==> src/rtl/syn_sram_arb_if.sv <==
// Bundle of the VGA, GPU and SRAM-driver handshake signals around the VCORTEX SRAM arbiter.
// The slave modport is the arbiter's view; the master modport is the surrounding requesters and driver.
interface syn_sram_arb_if #(
    parameter int ADDR_W = 18,
    parameter int DATA_W = 16
);
    logic              vga_req;
    logic [ADDR_W-1:0] vga_addr;
    logic              vga_ack;
    logic              vga_rd_valid;
    logic [DATA_W-1:0] vga_rd_data;

    logic              gpu_req;
    logic              gpu_we;
    logic [ADDR_W-1:0] gpu_addr;
    logic [DATA_W-1:0] gpu_wr_data;
    logic              gpu_ack;
    logic              gpu_rd_valid;
    logic [DATA_W-1:0] gpu_rd_data;

    logic              sram_req;
    logic              sram_we;
    logic [ADDR_W-1:0] sram_addr;
    logic [DATA_W-1:0] sram_wr_data;
    logic              sram_ready;
    logic              sram_rd_valid;
    logic [DATA_W-1:0] sram_rd_data;

    logic              arb_err;

    modport slave (
        input  vga_req, vga_addr,
        output vga_ack, vga_rd_valid, vga_rd_data,
        input  gpu_req, gpu_we, gpu_addr, gpu_wr_data,
        output gpu_ack, gpu_rd_valid, gpu_rd_data,
        output sram_req, sram_we, sram_addr, sram_wr_data,
        input  sram_ready, sram_rd_valid, sram_rd_data,
        output arb_err
    );

    modport master (
        output vga_req, vga_addr,
        input  vga_ack, vga_rd_valid, vga_rd_data,
        output gpu_req, gpu_we, gpu_addr, gpu_wr_data,
        input  gpu_ack, gpu_rd_valid, gpu_rd_data,
        input  sram_req, sram_we, sram_addr, sram_wr_data,
        output sram_ready, sram_rd_valid, sram_rd_data,
        input  arb_err
    );
endinterface

==> src/rtl/syn_sram_arb.sv <==
// SRAM port arbiter between the real-time VGA reader and the GPU, with a bounded VGA burst
// and a tag FIFO that steers in-order read returns back to whoever issued them.
module syn_sram_arb #(
    parameter int ADDR_W        = 18,
    parameter int DATA_W        = 16,
    parameter int VGA_MAX_BURST = 8,
    parameter int TAG_DEPTH     = 4
) (
    input  logic           clk_ir,
    input  logic           rst_sync_l,
    syn_sram_arb_if.slave  bus
);
    localparam int PTR_W = (TAG_DEPTH > 1) ? $clog2(TAG_DEPTH) : 1;
    localparam int CNT_W = $clog2(TAG_DEPTH + 1);
    localparam logic [CNT_W-1:0] TAG_FULL  = CNT_W'(TAG_DEPTH);
    localparam logic [7:0]       BURST_MAX = 8'(VGA_MAX_BURST);

    typedef enum logic [0:0] {
        PRIO_VGA = 1'b0,
        PRIO_GPU = 1'b1
    } arb_state_t;

    arb_state_t        state_r, state_nxt_s;
    logic [7:0]        burst_r, burst_nxt_s;
    logic              slot_free_s, tag_room_s;
    logic              vga_elig_s, gpu_elig_s;
    logic              vga_grant_s, gpu_grant_s;
    logic              push_s, pop_s, tag_empty_s, head_tag_s;
    logic              tag_mem_r [TAG_DEPTH];
    logic [PTR_W-1:0]  wr_ptr_r, rd_ptr_r;
    logic [CNT_W-1:0]  tag_cnt_r;
    logic              sram_req_r, sram_we_r;
    logic [ADDR_W-1:0] sram_addr_r;
    logic [DATA_W-1:0] sram_wr_data_r;
    logic              arb_err_r;

    // Eligibility: a free output slot, plus tag room for reads; nothing is eligible in reset.
    always_comb begin
        slot_free_s = !sram_req_r || bus.sram_ready;
        tag_room_s  = (tag_cnt_r < TAG_FULL);
        vga_elig_s  = rst_sync_l && bus.vga_req && slot_free_s && tag_room_s;
        gpu_elig_s  = rst_sync_l && bus.gpu_req && slot_free_s && (bus.gpu_we || tag_room_s);
    end

    // Priority FSM next state, burst accounting and grant selection.
    always_comb begin
        state_nxt_s = state_r;
        burst_nxt_s = burst_r;
        vga_grant_s = 1'b0;
        gpu_grant_s = 1'b0;
        case (state_r)
            PRIO_VGA: begin
                if (vga_elig_s) begin
                    vga_grant_s = 1'b1;
                end else if (gpu_elig_s) begin
                    gpu_grant_s = 1'b1;
                end else begin
                    vga_grant_s = 1'b0;
                    gpu_grant_s = 1'b0;
                end
                // Only VGA grants that make the GPU wait count towards the burst limit.
                if (!bus.gpu_req) begin
                    burst_nxt_s = 8'd0;
                end else if (vga_grant_s && (burst_r < BURST_MAX)) begin
                    burst_nxt_s = burst_r + 8'd1;
                end else begin
                    burst_nxt_s = burst_r;
                end
                if (burst_nxt_s >= BURST_MAX) begin
                    state_nxt_s = PRIO_GPU;
                end else begin
                    state_nxt_s = PRIO_VGA;
                end
            end
            PRIO_GPU: begin
                if (!bus.gpu_req) begin
                    burst_nxt_s = 8'd0;
                    state_nxt_s = PRIO_VGA;
                end else if (gpu_elig_s) begin
                    gpu_grant_s = 1'b1;
                    burst_nxt_s = 8'd0;
                    state_nxt_s = PRIO_VGA;
                end else begin
                    state_nxt_s = PRIO_GPU;
                end
            end
            default: begin
                state_nxt_s = PRIO_VGA;
                burst_nxt_s = 8'd0;
            end
        endcase
    end

    // FSM state and burst counter registers.
    always_ff @(posedge clk_ir or negedge rst_sync_l) begin
        if (!rst_sync_l) begin
            state_r <= PRIO_VGA;
            burst_r <= 8'd0;
        end else begin
            state_r <= state_nxt_s;
            burst_r <= burst_nxt_s;
        end
    end

    // Registered request stage towards the SRAM driver; held while the driver stalls.
    always_ff @(posedge clk_ir or negedge rst_sync_l) begin
        if (!rst_sync_l) begin
            sram_req_r     <= 1'b0;
            sram_we_r      <= 1'b0;
            sram_addr_r    <= '0;
            sram_wr_data_r <= '0;
        end else if (vga_grant_s) begin
            sram_req_r     <= 1'b1;
            sram_we_r      <= 1'b0;
            sram_addr_r    <= bus.vga_addr;
            sram_wr_data_r <= '0;
        end else if (gpu_grant_s) begin
            sram_req_r     <= 1'b1;
            sram_we_r      <= bus.gpu_we;
            sram_addr_r    <= bus.gpu_addr;
            sram_wr_data_r <= bus.gpu_wr_data;
        end else if (bus.sram_ready) begin
            sram_req_r     <= 1'b0;
        end else begin
            sram_req_r     <= sram_req_r;
        end
    end

    assign push_s      = vga_grant_s || (gpu_grant_s && !bus.gpu_we);
    assign tag_empty_s = (tag_cnt_r == '0);
    assign head_tag_s  = tag_mem_r[rd_ptr_r];
    assign pop_s       = bus.sram_rd_valid && !tag_empty_s;

    // Tag FIFO: 0 marks a VGA read, 1 a GPU read; pointers wrap at the power-of-two depth.
    always_ff @(posedge clk_ir or negedge rst_sync_l) begin
        if (!rst_sync_l) begin
            for (int i = 0; i < TAG_DEPTH; i++) begin
                tag_mem_r[i] <= 1'b0;
            end
            wr_ptr_r  <= '0;
            rd_ptr_r  <= '0;
            tag_cnt_r <= '0;
        end else begin
            if (push_s) begin
                tag_mem_r[wr_ptr_r] <= gpu_grant_s;
                wr_ptr_r            <= wr_ptr_r + PTR_W'(1);
            end else begin
                wr_ptr_r <= wr_ptr_r;
            end
            if (pop_s) begin
                rd_ptr_r <= rd_ptr_r + PTR_W'(1);
            end else begin
                rd_ptr_r <= rd_ptr_r;
            end
            case ({push_s, pop_s})
                2'b10:   tag_cnt_r <= tag_cnt_r + CNT_W'(1);
                2'b01:   tag_cnt_r <= tag_cnt_r - CNT_W'(1);
                default: tag_cnt_r <= tag_cnt_r;
            endcase
        end
    end

    // Sticky error on a read return that has no outstanding tag.
    always_ff @(posedge clk_ir or negedge rst_sync_l) begin
        if (!rst_sync_l) begin
            arb_err_r <= 1'b0;
        end else if (bus.sram_rd_valid && tag_empty_s) begin
            arb_err_r <= 1'b1;
        end else begin
            arb_err_r <= arb_err_r;
        end
    end

    assign bus.vga_ack      = vga_grant_s;
    assign bus.gpu_ack      = gpu_grant_s;
    assign bus.vga_rd_valid = pop_s && !head_tag_s;
    assign bus.gpu_rd_valid = pop_s && head_tag_s;
    assign bus.vga_rd_data  = bus.sram_rd_data;
    assign bus.gpu_rd_data  = bus.sram_rd_data;
    assign bus.sram_req     = sram_req_r;
    assign bus.sram_we      = sram_we_r;
    assign bus.sram_addr    = sram_addr_r;
    assign bus.sram_wr_data = sram_wr_data_r;
    assign bus.arb_err      = arb_err_r;
endmodule

==> src/flat_wrapper.sv <==
// flat-port wrapper written by rule: the top's interface ports become plain ports
module syn_sram_arb_flat 
#(
    parameter int ADDR_W        = 18,
    parameter int DATA_W        = 16,
    parameter int VGA_MAX_BURST = 8,
    parameter int TAG_DEPTH     = 4
)
  (clk_ir, rst_sync_l, bus_vga_req, bus_vga_addr, bus_vga_ack, bus_vga_rd_valid, bus_vga_rd_data, bus_gpu_req, bus_gpu_we, bus_gpu_addr, bus_gpu_wr_data, bus_gpu_ack, bus_gpu_rd_valid, bus_gpu_rd_data, bus_sram_req, bus_sram_we, bus_sram_addr, bus_sram_wr_data, bus_sram_ready, bus_sram_rd_valid, bus_sram_rd_data, bus_arb_err);
  syn_sram_arb_if #(.ADDR_W(ADDR_W), .DATA_W(DATA_W)) bus_i ();
  input  logic clk_ir;
  input  logic rst_sync_l;
  input wire logic [$bits(bus_i.vga_req)-1:0] bus_vga_req;
  input wire logic [$bits(bus_i.vga_addr)-1:0] bus_vga_addr;
  output wire logic [$bits(bus_i.vga_ack)-1:0] bus_vga_ack;
  output wire logic [$bits(bus_i.vga_rd_valid)-1:0] bus_vga_rd_valid;
  output wire logic [$bits(bus_i.vga_rd_data)-1:0] bus_vga_rd_data;
  input wire logic [$bits(bus_i.gpu_req)-1:0] bus_gpu_req;
  input wire logic [$bits(bus_i.gpu_we)-1:0] bus_gpu_we;
  input wire logic [$bits(bus_i.gpu_addr)-1:0] bus_gpu_addr;
  input wire logic [$bits(bus_i.gpu_wr_data)-1:0] bus_gpu_wr_data;
  output wire logic [$bits(bus_i.gpu_ack)-1:0] bus_gpu_ack;
  output wire logic [$bits(bus_i.gpu_rd_valid)-1:0] bus_gpu_rd_valid;
  output wire logic [$bits(bus_i.gpu_rd_data)-1:0] bus_gpu_rd_data;
  output wire logic [$bits(bus_i.sram_req)-1:0] bus_sram_req;
  output wire logic [$bits(bus_i.sram_we)-1:0] bus_sram_we;
  output wire logic [$bits(bus_i.sram_addr)-1:0] bus_sram_addr;
  output wire logic [$bits(bus_i.sram_wr_data)-1:0] bus_sram_wr_data;
  input wire logic [$bits(bus_i.sram_ready)-1:0] bus_sram_ready;
  input wire logic [$bits(bus_i.sram_rd_valid)-1:0] bus_sram_rd_valid;
  input wire logic [$bits(bus_i.sram_rd_data)-1:0] bus_sram_rd_data;
  output wire logic [$bits(bus_i.arb_err)-1:0] bus_arb_err;
  assign bus_i.vga_req = bus_vga_req;
  assign bus_i.vga_addr = bus_vga_addr;
  assign bus_vga_ack = bus_i.vga_ack;
  assign bus_vga_rd_valid = bus_i.vga_rd_valid;
  assign bus_vga_rd_data = bus_i.vga_rd_data;
  assign bus_i.gpu_req = bus_gpu_req;
  assign bus_i.gpu_we = bus_gpu_we;
  assign bus_i.gpu_addr = bus_gpu_addr;
  assign bus_i.gpu_wr_data = bus_gpu_wr_data;
  assign bus_gpu_ack = bus_i.gpu_ack;
  assign bus_gpu_rd_valid = bus_i.gpu_rd_valid;
  assign bus_gpu_rd_data = bus_i.gpu_rd_data;
  assign bus_sram_req = bus_i.sram_req;
  assign bus_sram_we = bus_i.sram_we;
  assign bus_sram_addr = bus_i.sram_addr;
  assign bus_sram_wr_data = bus_i.sram_wr_data;
  assign bus_i.sram_ready = bus_sram_ready;
  assign bus_i.sram_rd_valid = bus_sram_rd_valid;
  assign bus_i.sram_rd_data = bus_sram_rd_data;
  assign bus_arb_err = bus_i.arb_err;
  syn_sram_arb #(.ADDR_W(ADDR_W), .DATA_W(DATA_W), .VGA_MAX_BURST(VGA_MAX_BURST), .TAG_DEPTH(TAG_DEPTH)) u_core (.clk_ir(clk_ir), .rst_sync_l(rst_sync_l), .bus(bus_i));
endmodule
==> config.mk <==
export PLATFORM = sky130hd
export DESIGN_NAME = syn_sram_arb_flat
export DESIGN_NICKNAME = d
export VERILOG_FILES = /design/src/rtl/syn_sram_arb_if.sv /design/src/rtl/syn_sram_arb.sv /design/src/flat_wrapper.sv
export SDC_FILE = /design/constraint.sdc
export NUM_CORES = 1
export LEC_CHECK = 0
export CAP_MARGIN = 10
export CORE_AREA = 2 2 79 112
export CTS_CLUSTER_DIAMETER = 30
export CTS_CLUSTER_SIZE = 40
export DETAILED_ROUTE_END_ITERATION = 10
export DIE_AREA = 0 0 81 114
export PLACE_DENSITY = 0.83
export SETUP_SLACK_MARGIN = 0.1
export SLEW_MARGIN = 5
export SYNTH_ARGS = -nofsm -noshare
export SYNTH_HDL_FRONTEND = slang
export SYNTH_SLANG_ARGS = --single-unit
export TNS_END_PERCENT = 20
==> constraint.sdc <==
create_clock -name clk_ir -period 2.4 [get_ports clk_ir]
set_clock_uncertainty 0.05 [all_clocks]
set_input_delay 0.72 -clock clk_ir [delete_from_list [all_inputs] [get_ports clk_ir]]
set_output_delay 0.72 -clock clk_ir [all_outputs]
set_load 0.03 [all_outputs]
After elaboration in Yosys (flattened, before gate mapping)
Index checks and enable logic that the tools add are counted.
{"block": "totals", "ff_bits": 57, "latch_bits": 0, "ramBits": 0, "mem_bits_ro": 0, "inputBits": 75, "out_inout_bits": 73, "n_memories": 0}
{"block": "classes", "add_sub_neg": 5, "mul": 0, "div_mod_pow": 0, "n_lt_le_gt_ge": 6, "eq_ne": 3, "shifts": 0, "muxes": 33, "bitwise": 3, "reduce_logical": 24}
{"operator": "$mux 8", "n": 5}
{"operator": "$mux 18", "n": 2}
{"operator": "$mux 16", "n": 2}
{"operator": "$mux 1", "n": 17}
{"operator": "$pmux 8 s2", "n": 1}
{"operator": "$logic_and 1x1->1", "n": 13}
{"operator": "$add 8x1->8 const B", "n": 1}
{"operator": "$ge 8x4->1 const B", "n": 1}
{"operator": "$lt 8x4->1 const B", "n": 1}
{"operator": "$ge 3x3->1 const B", "n": 2}
{"operator": "$not 2->3", "n": 2}
{"operator": "$pmux 3 s2", "n": 1}
{"operator": "$add 2x1->2 const B", "n": 2}
{"operator": "$bwmux 4", "n": 1}
{"operator": "$logic_not 1->1", "n": 4}
{"operator": "$pmux 1 s2", "n": 2}
{"operator": "$reduce_bool 2->1", "n": 2}
{"operator": "$add 3x1->3 const B", "n": 1}
{"operator": "$logic_not 3->1", "n": 1}
{"operator": "$logic_or 1x1->1", "n": 3}
{"operator": "$lt 3x1->1 const B", "n": 1}
{"operator": "$lt 3x3->1 const B", "n": 1}
{"operator": "$ne 3x3->1 const B", "n": 1}
{"operator": "$reduce_bool 3->1", "n": 1}
{"operator": "6 further kinds", "n": 6}

Logic depth before layout (Yosys ltp)
Gate-level depths: netlist of run 1.
{"block": "logic_depth", "word_depth": 13, "ltp_mapped": 9}

Worst setup path before layout of run 1
Ideal clock, no wire load.
{"block": "synth_path", "kind": "in2out", "start": "input port bus_sram_ready", "end": "output port bus_gpu_ack", "arrival_ns": 1.934, "required_time_ns": 1.630, "slack_ns": -0.304, "path_stages": 5, "path_cell_list": "and2b_1 > nor4b_4 > buf_2 > buf_2 > nor2_1"}
{"block": "synth_between", "elab_chain_len": 6}
{"item": "start: declaration", "line_no": "flat_wrapper.sv:29", "rtl": "input wire logic [$bits(bus_i.sram_ready)-1:0] bus_sram_ready;"}
{"item": "$logic_or 1x1->1 (*)", "line_no": "syn_sram_arb.sv:39", "rtl": "slot_free_s = !sram_req_r || bus.sram_ready;"}
{"item": "$logic_and 1x1->1 (2 in a row)", "line_no": "syn_sram_arb.sv:42", "rtl": "gpu_elig_s = rst_sync_l && bus.gpu_req && slot_free_s && (bus.gpu_we || tag_room_s);"}
{"item": "$mux 1", "line_no": "syn_sram_arb.sv:55, syn_sram_arb.sv:79"}
{"item": "$mux 1 (on tied branches)", "line_no": "syn_sram_arb.sv:76, syn_sram_arb.sv:53"}
{"item": "$pmux 1 s2 (*)", "line_no": "syn_sram_arb.sv:51", "rtl": "case (state_r)"}
{"item": "end: declaration", "line_no": "flat_wrapper.sv:22", "rtl": "output wire logic [$bits(bus_i.gpu_ack)-1:0] bus_gpu_ack;"}
Every way passes the cells marked *; elsewhere a longest branch is shown, timed or not.

Final worst setup path of run 1
Ends and elaborated chain as after synthesis.

==> report_table.html, run 1 <==
<table>
<tr><th>Metric</th><th>Value</th></tr>
<tr><th colspan="2">Critical path</th></tr>
<tr><td>CP Data Arrival Time</td><td>1630 ps</td></tr>
<tr><td>Critical path startpoint category</td><td>input port</td></tr>
<tr><td>Max FO, Critical Path</td><td>3</td></tr>
<tr><td>Crit path capture type</td><td>primary output</td></tr>
<tr><td>Type of the worst setup path</td><td>input port to primary output</td></tr>
<tr><td>Critical Path RT</td><td>1630 ps</td></tr>
<tr><td>R2r worst-path depth</td><td>10</td></tr>
<tr><th colspan="2">Final layout</th></tr>
<tr><td>Number of nets at the end of the flow</td><td>461</td></tr>
<tr><td>Layout fillers</td><td>755</td></tr>
<tr><td>Fraction of layout instances using a drive strength above 1</td><td>18.0%</td></tr>
<tr><td>Layout Utilization</td><td>51.3%</td></tr>
<tr><td>Post-synthesis to final-layout area growth</td><td>47.4%</td></tr>
<tr><td>Antenna Diode Count</td><td>0</td></tr>
<tr><th colspan="2">Die</th></tr>
<tr><td>Die footprint</td><td>9230 um^2</td></tr>
<tr><td>Count of boundary I/O pins</td><td>148</td></tr>
<tr><td>Floorplan die height</td><td>114 um</td></tr>
<tr><td>Horiz. Die Dim</td><td>81 um</td></tr>
<tr><td>Rows</td><td>40</td></tr>
<tr><td>Core area</td><td>8310 um^2</td></tr>
<tr><td>Initial core utilization</td><td>34.8%</td></tr>
<tr><th colspan="2">Yosys</th></tr>
<tr><td>Simple-gate share of the synthesized area</td><td>15.0%</td></tr>
<tr><td>Adder-cell share of the synthesized area</td><td>3.29%</td></tr>
<tr><td>Gate count of the mapped netlist</td><td>286</td></tr>
<tr><td>Net count after synthesis</td><td>368</td></tr>
<tr><td>Post-synth top cells</td><td>dfrtp_1 (57), nand2_1 (39), buf_4 (35)</td></tr>
<tr><td>Primary FF master, synth</td><td>dfrtp_1</td></tr>
<tr><td>Flop and latch count out of synthesis</td><td>57</td></tr>
<tr><td>Avg Synthesized Cell Area</td><td>10.1 um^2</td></tr>
<tr><td>Top cells by area, synth</td><td>dfrtp_1 (49%), buf_4 (9.1%), mux2i_1 (6.9%)</td></tr>
<tr><td>Distinct cells, synth</td><td>37</td></tr>
<tr><td>Proportion of register bits with asynchronous set or reset after synthesis</td><td>100%</td></tr>
<tr><td>Most frequent cell after synthesis</td><td>dfrtp_1</td></tr>
<tr><td>Synth Area in Compound Gates</td><td>10.6%</td></tr>
<tr><td>Synthesized area</td><td>2890 um^2</td></tr>
<tr><td>Number of enable flip-flop cells after synthesis</td><td>0</td></tr>
<tr><td>Cell accounting for the most synthesized area</td><td>dfrtp_1</td></tr>
<tr><td>Sequential share of the synthesized area</td><td>49.3%</td></tr>
<tr><td>XOR/XNOR share of the synthesized area</td><td>1.82%</td></tr>
<tr><td>Portion of netlist area occupied by mux cells</td><td>8.09%</td></tr>
<tr><td>Top-area cell type share of the netlist area</td><td>49.3%</td></tr>
<tr><td>Yosys warning count</td><td>0</td></tr>
<tr><td>Dominant combinational cell family by area after synthesis</td><td>simple AND/OR/NAND/NOR gates</td></tr>
<tr><th colspan="2">STA</th></tr>
<tr><td>Setup repair after global routing missed its margin</td><td>true</td></tr>
<tr><td>Setup WS post-layout</td><td>-2.85 ps</td></tr>
<tr><td>Number of setup violations in the final report</td><td>1</td></tr>
<tr><td>Worst Max-Slew Pin Slew</td><td>664 ps</td></tr>
<tr><td>Final number of hold-violating endpoints</td><td>0</td></tr>
<tr><td>Post-layout min period</td><td>2400 ps</td></tr>
<tr><td>Fmax achieved</td><td>416 MHz</td></tr>
<tr><td>Worst hold slack</td><td>289 ps</td></tr>
<tr><td>Final period utilization</td><td>100%</td></tr>
<tr><td>Max transition margin</td><td>55.7%</td></tr>
<tr><td>Final max-slew violation count</td><td>0</td></tr>
<tr><th colspan="2">Clocking</th></tr>
<tr><td>H-tree Lvls</td><td>3</td></tr>
<tr><td>Number of clock sinks seen by CTS</td><td>57</td></tr>
<tr><td>Hold buffers post-CTS</td><td>0</td></tr>
<tr><td>Longest Clk Path Bufs</td><td>2</td></tr>
<tr><td>Clock tree from TritonCTS</td><td>built</td></tr>
<tr><td>Root buffer cell</td><td>clkbuf_16</td></tr>
<tr><td>Post-CTS clock slew at the launch and capture registers of the worst setup and hold paths</td><td>50 ps</td></tr>
<tr><td>Clock buffers created by TritonCTS</td><td>9</td></tr>
<tr><td>Skew-Pair Late Insertion Delay</td><td>320 ps</td></tr>
<tr><th colspan="2">Drt</th></tr>
<tr><td>Number of antenna-violating nets in the routed design</td><td>0</td></tr>
<tr><td>Number of optimization iterations in the first detailed-route pass</td><td>4</td></tr>
<tr><td>Vias post-DR</td><td>2351</td></tr>
<tr><td>Initial detailed-routing violation count</td><td>86</td></tr>
<tr><td>Total detailed-routing wirelength</td><td>7.33 mm</td></tr>
<tr><td>Detailed-route DRC error count</td><td>0</td></tr>
<tr><td>Detail-routed via count per cell</td><td>4.81</td></tr>
<tr><td>Wire length per cell</td><td>15.0 um</td></tr>
<tr><th colspan="2">Global route</th></tr>
<tr><td>Routing usage on met1</td><td>18.2%</td></tr>
<tr><td>Global Route met3 Usage</td><td>4.03%</td></tr>
<tr><td>Via count of the first global-routing pass</td><td>2551</td></tr>
<tr><td>GR peak layer</td><td>met2</td></tr>
<tr><td>Maximum number of pins on one net before global-route repair</td><td>54</td></tr>
<tr><td>Tot GR Track Use</td><td>17.0%</td></tr>
<tr><td>Sum of overflow across all layers after global routing</td><td>0</td></tr>
<tr><td>Global routing met2 resource utilization</td><td>30.3%</td></tr>
<tr><td>Number of antenna violations at the first check in global routing</td><td>0</td></tr>
<tr><td>Global-route wire length before repair</td><td>11.9 mm</td></tr>
<tr><th colspan="2">Hold path</th></tr>
<tr><td>Worst hold path type</td><td>input port to asynchronous set/reset pin</td></tr>
<tr><th colspan="2">Outcome</th></tr>
<tr><td>Violated checks</td><td>setup timing</td></tr>
<tr><td>Run status</td><td>complete, but fails checks</td></tr>
<tr><th colspan="2">Placement</th></tr>
<tr><td>Total half-perimeter wirelength after legalization and detailed placement</td><td>5.29 mm</td></tr>
<tr><td>Last weighted congestion value of the routability-driven placer</td><td>0.748</td></tr>
<tr><td>Number of input and output port buffers inserted</td><td>99</td></tr>
<tr><th colspan="2">Pwr</th></tr>
<tr><td>Max VDD drop</td><td>0.687 mV</td></tr>
<tr><td>Cell area power density</td><td>1210 nW/um^2</td></tr>
<tr><td>Lkg Pwr</td><td>0.00194 uW</td></tr>
<tr><th colspan="2">Flow run</th></tr>
<tr><td>Number of maximum-capacitance violations</td><td>0</td></tr>
</table>
-- per-layer routing --
metal / vias to the layer above / share of wire [%]
li1: 1123 / -
met1: 1143 / 37
met2: 57 / 55
met3: 28 / 4.6
met4: 0 / 3.3
met5: - / 0
-- layout make-up --
| type | count | area [um^2] | area share (%) |
|---|---|---|---|
| clock inverter | 4 | 51.3 | 1.20 |
| tap | 105 | 131 | 3.08 |
| multi-input combinational | 174 | 1170 | 27.3 |
| clock buffer | 12 | 256 | 6.02 |
| sequential | 57 | 1430 | 33.5 |
| inverter | 9 | 33.8 | 0.792 |
| timing repair buffer | 128 | 1200 | 28.1 |
-- report_power, final --
| part | switching (uW) | total (uW) | leakage, uW | internal [uW] |
|---|---|---|---|---|
| combinational | 1240 | 2290 | 0.00108 | 1050 |
| sequential | 246 | 1590 | 0.000717 | 1340 |
| clock | 423 | 1280 | 0.000149 | 858 |
-- placed cells by master (no fill, tap or decap), types with 2 or more instances in the layout --
master,n
and2b_2,2
clkbuf_8,2
xor2_1,2
dfrtp_1,57
xnor2_1,4
dlygate4sd2_1,2
nor2_4,2
a21oi_1,24
clkbuf_16,9
ha_1,5
inv_2,3
o211ai_1,3
buf_6,4
clkdlybuf4s50_1,89
nand3_1,18
inv_1,6
buf_2,2
nand2_1,39
nor2_1,2
and2_1,4
nand2b_1,5
o21ai_0,19
mux2i_1,20
buf_4,30
o221ai_1,2
nor3_2,2
-- registers in the layout (all words and copies together) (netlist names) --
register                 count
u_core.bus.sram_addr        18
u_core.bus.sram_wr_data     16
u_core.burst_r               8
u_core.tag_mem_r             4
u_core.tag_cnt_r             3
u_core.rd_ptr_r              2
u_core.wr_ptr_r              2
u_core.bus.arb_err           1
u_core.bus.sram_req          1
u_core.bus.sram_we           1
u_core.state_r               1
-- worst max-delay path, stage by stage --
cell,delay [ps]
buf_6,70
and2b_2,230
nor4b_4,250
buf_4,180
nor2_4,40
buf_6,140
-- logic make-up (layout without fill, tap and decap cells) --
family                   after synthesis  count (layout)
AO/OA/AOI/OAI                         54              54
adder cells (fa/ha/maj)                7               7
XOR/XNOR                               6               6
multiplexers                          22              22
buffers and inverters                 55             153
flip-flops                            57              57
AND/OR/NAND/NOR                       85              85
-- path summary, 6_finish.rpt --
kind / start / slack [ps] / to
setup / recovery: bus_sram_ready / -3 / bus_gpu_ack
hold / removal: rst_sync_l / 290 / u_core.bus.sram_req
setup reg to reg: u_core.tag_cnt_r[2] / 240 / u_core.tag_cnt_r[2]
hold reg to reg: u_core.bus.arb_err / 420 / u_core.bus.arb_err
max in group asynchronous: rst_sync_l / 1170 / u_core.wr_ptr_r[0]
min in group clk_ir: u_core.bus.arb_err / 420 / u_core.bus.arb_err
-- per-stage QoR --
step	setup slack (ps)	cells	cell area [um^2]	TNS [ps]	power, uW
3_3_place_gp	-507	467	3870	-7330	3710
6_report	-2.85	489	4260	-2.85	5150
3_5_place_dp	-551	467	3870	-10360	3800
4_1_cts	8.84	489	4230	0	5170
5_1_grt	-65.6	489	4260	-113	5470
2_1_floorplan	-94.8	286	2910	-147	2930
-- what timing repair did --
action,CTS,global route
resized for setup,18,10
pin swaps,2,7
cloned,0,0
setup buffers,6,0
endpoints found under the setup margin,18,5
(Power assumes the default switching activity.)
==> run 2: changes to the inputs <==
Settings changed: RECOVER_POWER set to 100.
==> run 2 against run 1 <==
  * Count of clock-buffer cells in the layout did not move
  * Via count is 0.47% higher
  * Largest cell class unchanged
  * Design area fell by 0.79%
  * Combinational power down 6%
  * Flip-flop and latch count is the same
  * The run now ends clean
  * First-iteration DRC count is 23% higher
  * Critical endpoint unchanged
  * Register-to-register slack worse by 50 ps
  * Sequential share of layout area increased by 0.27 points
  * Maximum frequency increased by 0.17%
==> report_table.html, run 2 (synthesis results as in run 1) <==
<table>
<tr><th>Metric</th><th>Value</th></tr>
<tr><th colspan="2">Drt</th></tr>
<tr><td>Total detailed-routing wirelength</td><td>7.31 mm (-0.31%)</td></tr>
<tr><td>Detailed-route DRC error count</td><td>0 (unchanged)</td></tr>
<tr><td>Vias post-DR</td><td>2362 (+0.47%)</td></tr>
<tr><td>Initial detailed-routing violation count</td><td>106 (+23%)</td></tr>
<tr><td>Number of antenna-violating nets in the routed design</td><td>0 (unchanged)</td></tr>
<tr><td>Detail-routed via count per cell</td><td>4.83 (+0.47%)</td></tr>
<tr><td>Number of optimization iterations in the first detailed-route pass</td><td>4 (unchanged)</td></tr>
<tr><td>Wire length per cell</td><td>14.9 um (-0.31%)</td></tr>
<tr><th colspan="2">Die</th></tr>
<tr><td>Rows</td><td>40 (unchanged)</td></tr>
<tr><td>Count of boundary I/O pins</td><td>148 (unchanged)</td></tr>
<tr><td>Core area</td><td>8310 um^2 (unchanged)</td></tr>
<tr><td>Horiz. Die Dim</td><td>81 um (unchanged)</td></tr>
<tr><td>Initial core utilization</td><td>34.8% (unchanged)</td></tr>
<tr><td>Die footprint</td><td>9230 um^2 (unchanged)</td></tr>
<tr><td>Floorplan die height</td><td>114 um (unchanged)</td></tr>
<tr><th colspan="2">Critical path</th></tr>
<tr><td>Critical Path RT</td><td>1630 ps (about the same)</td></tr>
<tr><td>Critical path startpoint category</td><td>input port</td></tr>
<tr><td>Crit path capture type</td><td>primary output</td></tr>
<tr><td>Type of the worst setup path</td><td>input port to primary output</td></tr>
<tr><td>CP Data Arrival Time</td><td>1630 ps (about the same)</td></tr>
<tr><td>Max FO, Critical Path</td><td>3 (unchanged)</td></tr>
<tr><th colspan="2">Final layout</th></tr>
<tr><td>Layout fillers</td><td>765 (+1.3%)</td></tr>
<tr><td>Commonest cells after routing, fill and taps aside</td><td>dfrtp_1 (57), clkdlybuf4s50_1 (53), nand2_1 (39)</td></tr>
<tr><td>Most common cell after layout, fill and taps aside</td><td>dfrtp_1</td></tr>
<tr><td>Antenna Diode Count</td><td>0 (unchanged)</td></tr>
<tr><td>FF/Latch Area</td><td>1430 um^2 (unchanged)</td></tr>
<tr><td>Fraction of layout instances using a drive strength above 1</td><td>15.9% (-2.1 points)</td></tr>
<tr><td>Number of nets at the end of the flow</td><td>461 (unchanged)</td></tr>
<tr><td>Post-synthesis to final-layout area growth</td><td>46.2%</td></tr>
<tr><td>Flip-flop count of the largest register, all copies and words added</td><td>18 (unchanged)</td></tr>
<tr><td>Area taken by multi-input logic gates</td><td>1160 um^2 (-0.86%)</td></tr>
<tr><th colspan="2">Pwr</th></tr>
<tr><td>Max VDD drop</td><td>0.685 mV (-0.39%)</td></tr>
<tr><td>Power consumption</td><td>5020 uW (-2.7%)</td></tr>
<tr><td>Cell area power density</td><td>1190 nW/um^2 (-1.9%)</td></tr>
<tr><td>Lkg Pwr</td><td>0.00197 uW (+1.7%)</td></tr>
<tr><th colspan="2">STA</th></tr>
<tr><td>Worst hold slack</td><td>284 ps (-4.97 ps)</td></tr>
<tr><td>Worst Max-Slew Pin Slew</td><td>1310 ps (+641 ps)</td></tr>
<tr><td>Max transition margin</td><td>13.0% (-43 points)</td></tr>
<tr><td>Final max-slew violation count</td><td>0 (unchanged)</td></tr>
<tr><td>Fmax achieved</td><td>417 MHz (+0.17%)</td></tr>
<tr><td>Final number of hold-violating endpoints</td><td>0 (unchanged)</td></tr>
<tr><td>Setup repair after global routing missed its margin</td><td>true</td></tr>
<tr><td>Number of setup violations in the final report</td><td>0 (-1)</td></tr>
<tr><td>Final period utilization</td><td>100% (-0.17 points)</td></tr>
<tr><td>Post-layout min period</td><td>2400 ps (-4.04 ps)</td></tr>
<tr><th colspan="2">Global route</th></tr>
<tr><td>Global-route wire length before repair</td><td>11.9 mm (unchanged)</td></tr>
<tr><td>Number of antenna violations at the first check in global routing</td><td>0 (unchanged)</td></tr>
<tr><td>Via count of the first global-routing pass</td><td>2551 (unchanged)</td></tr>
<tr><td>Sum of overflow across all layers after global routing</td><td>0 (unchanged)</td></tr>
<tr><td>Maximum number of pins on one net before global-route repair</td><td>54 (unchanged)</td></tr>
<tr><td>Tot GR Track Use</td><td>17.0% (unchanged)</td></tr>
<tr><th colspan="2">Hold path</th></tr>
<tr><td>Worst hold path type</td><td>input port to asynchronous set/reset pin</td></tr>
<tr><th colspan="2">Placement</th></tr>
<tr><td>Number of input and output port buffers inserted</td><td>99 (unchanged)</td></tr>
<tr><td>Total half-perimeter wirelength after legalization and detailed placement</td><td>5.29 mm (unchanged)</td></tr>
<tr><td>Last weighted congestion value of the routability-driven placer</td><td>0.748 (unchanged)</td></tr>
<tr><th colspan="2">Clocking</th></tr>
<tr><td>Hold buffers post-CTS</td><td>0 (unchanged)</td></tr>
<tr><td>Number of clock sinks seen by CTS</td><td>57 (unchanged)</td></tr>
<tr><td>Post-CTS clock slew at the launch and capture registers of the worst setup and hold paths</td><td>50 ps (about the same)</td></tr>
<tr><td>Clock tree from TritonCTS</td><td>built</td></tr>
<tr><td>Root buffer cell</td><td>clkbuf_16</td></tr>
<tr><td>H-tree Lvls</td><td>3 (unchanged)</td></tr>
<tr><td>Longest Clk Path Bufs</td><td>2 (unchanged)</td></tr>
<tr><td>Skew-Pair Late Insertion Delay</td><td>320 ps (about the same)</td></tr>
<tr><td>Clock buffers created by TritonCTS</td><td>9 (unchanged)</td></tr>
<tr><th colspan="2">Outcome</th></tr>
<tr><td>Run status</td><td>finished, final reports clean</td></tr>
<tr><th colspan="2">Flow run</th></tr>
<tr><td>Number of maximum-capacitance violations</td><td>0 (unchanged)</td></tr>
</table>
[run 2: cell count changes in the layout (fill, tap and decap cells not counted), moves of 3 or more]
cell / change
clkbuf_2: +5
clkbuf_1: +3
and2_0: +4
and2_1: -4
dlygate4sd3_1: +36
clkdlybuf4s50_1: -36
buf_4: -10
[run 2: cell type report]
class	count	area share, %
Clock buffer	12	6.06
Clock inverter	4	1.21
Inverter	9	0.799
Multi-Input combinational cell	174	27.3
Sequential cell	57	33.7
Tap cell	105	3.11
Timing Repair Buffer	128	27.8
[run 2: metal layers]
metal,track usage (%),part of all wire (%)
met1,18.2,37
met2,30.3,55
met3,4.03,4.6
met4,8.81,2.8
met5,0,0
[run 2: final timing paths]
path | from | to | slack, ps | cells past startpoint
hold reg to reg | u_core.bus.arb_err | u_core.bus.arb_err | 420 | 1
setup / recovery | bus_sram_ready | bus_gpu_ack | 1 | 6
min in group clk_ir | u_core.bus.arb_err | u_core.bus.arb_err | 420 | 1
hold / removal | rst_sync_l | u_core.bus.sram_req | 280 | 2
max in group asynchronous | rst_sync_l | u_core.wr_ptr_r[0] | 580 | 3
setup reg to reg | u_core.tag_cnt_r[2] | u_core.tag_cnt_r[2] | 190 | 10
[run 2: critical path, stage by stage]
cell and delay [ps]:
buf_6 70, and2b_2 230, nor4b_4 250, buf_4 180
nor2_4 40, buf_6 140
[run 2: power breakdown]
part           switching (uW)  internal (uW)  leakage (uW)
clock                     422            858      0.000149
sequential                234           1340      0.000717
combinational            1230            933       0.00111
[run 2: timing repair]
action / CTS / global route
gates resized for setup: 18 / 10
setup buffers: 6 / 0
endpoints found under the setup margin: 18 / 5
cloned: 0 / 0
hold endpoints to repair: 0 / 0
pin swaps: 2 / 7
[run 2: per-stage QoR]
step | utilization (%) | area, um^2 | worst slack [ps] | cells | TNS (ps)
after floorplan | - | 2910 | -94.8 | 286 | -147
after global placement | 46.6 | 3870 | -507 | 467 | -7330
after detailed placement | 46.6 | 3870 | -551 | 467 | -10360
after CTS | 51.0 | 4230 | 8.84 | 489 | 0
after global routing | 50.9 | 4230 | -65.6 | 489 | -134
final | 50.9 | 4230 | 1.19 | 489 | 0
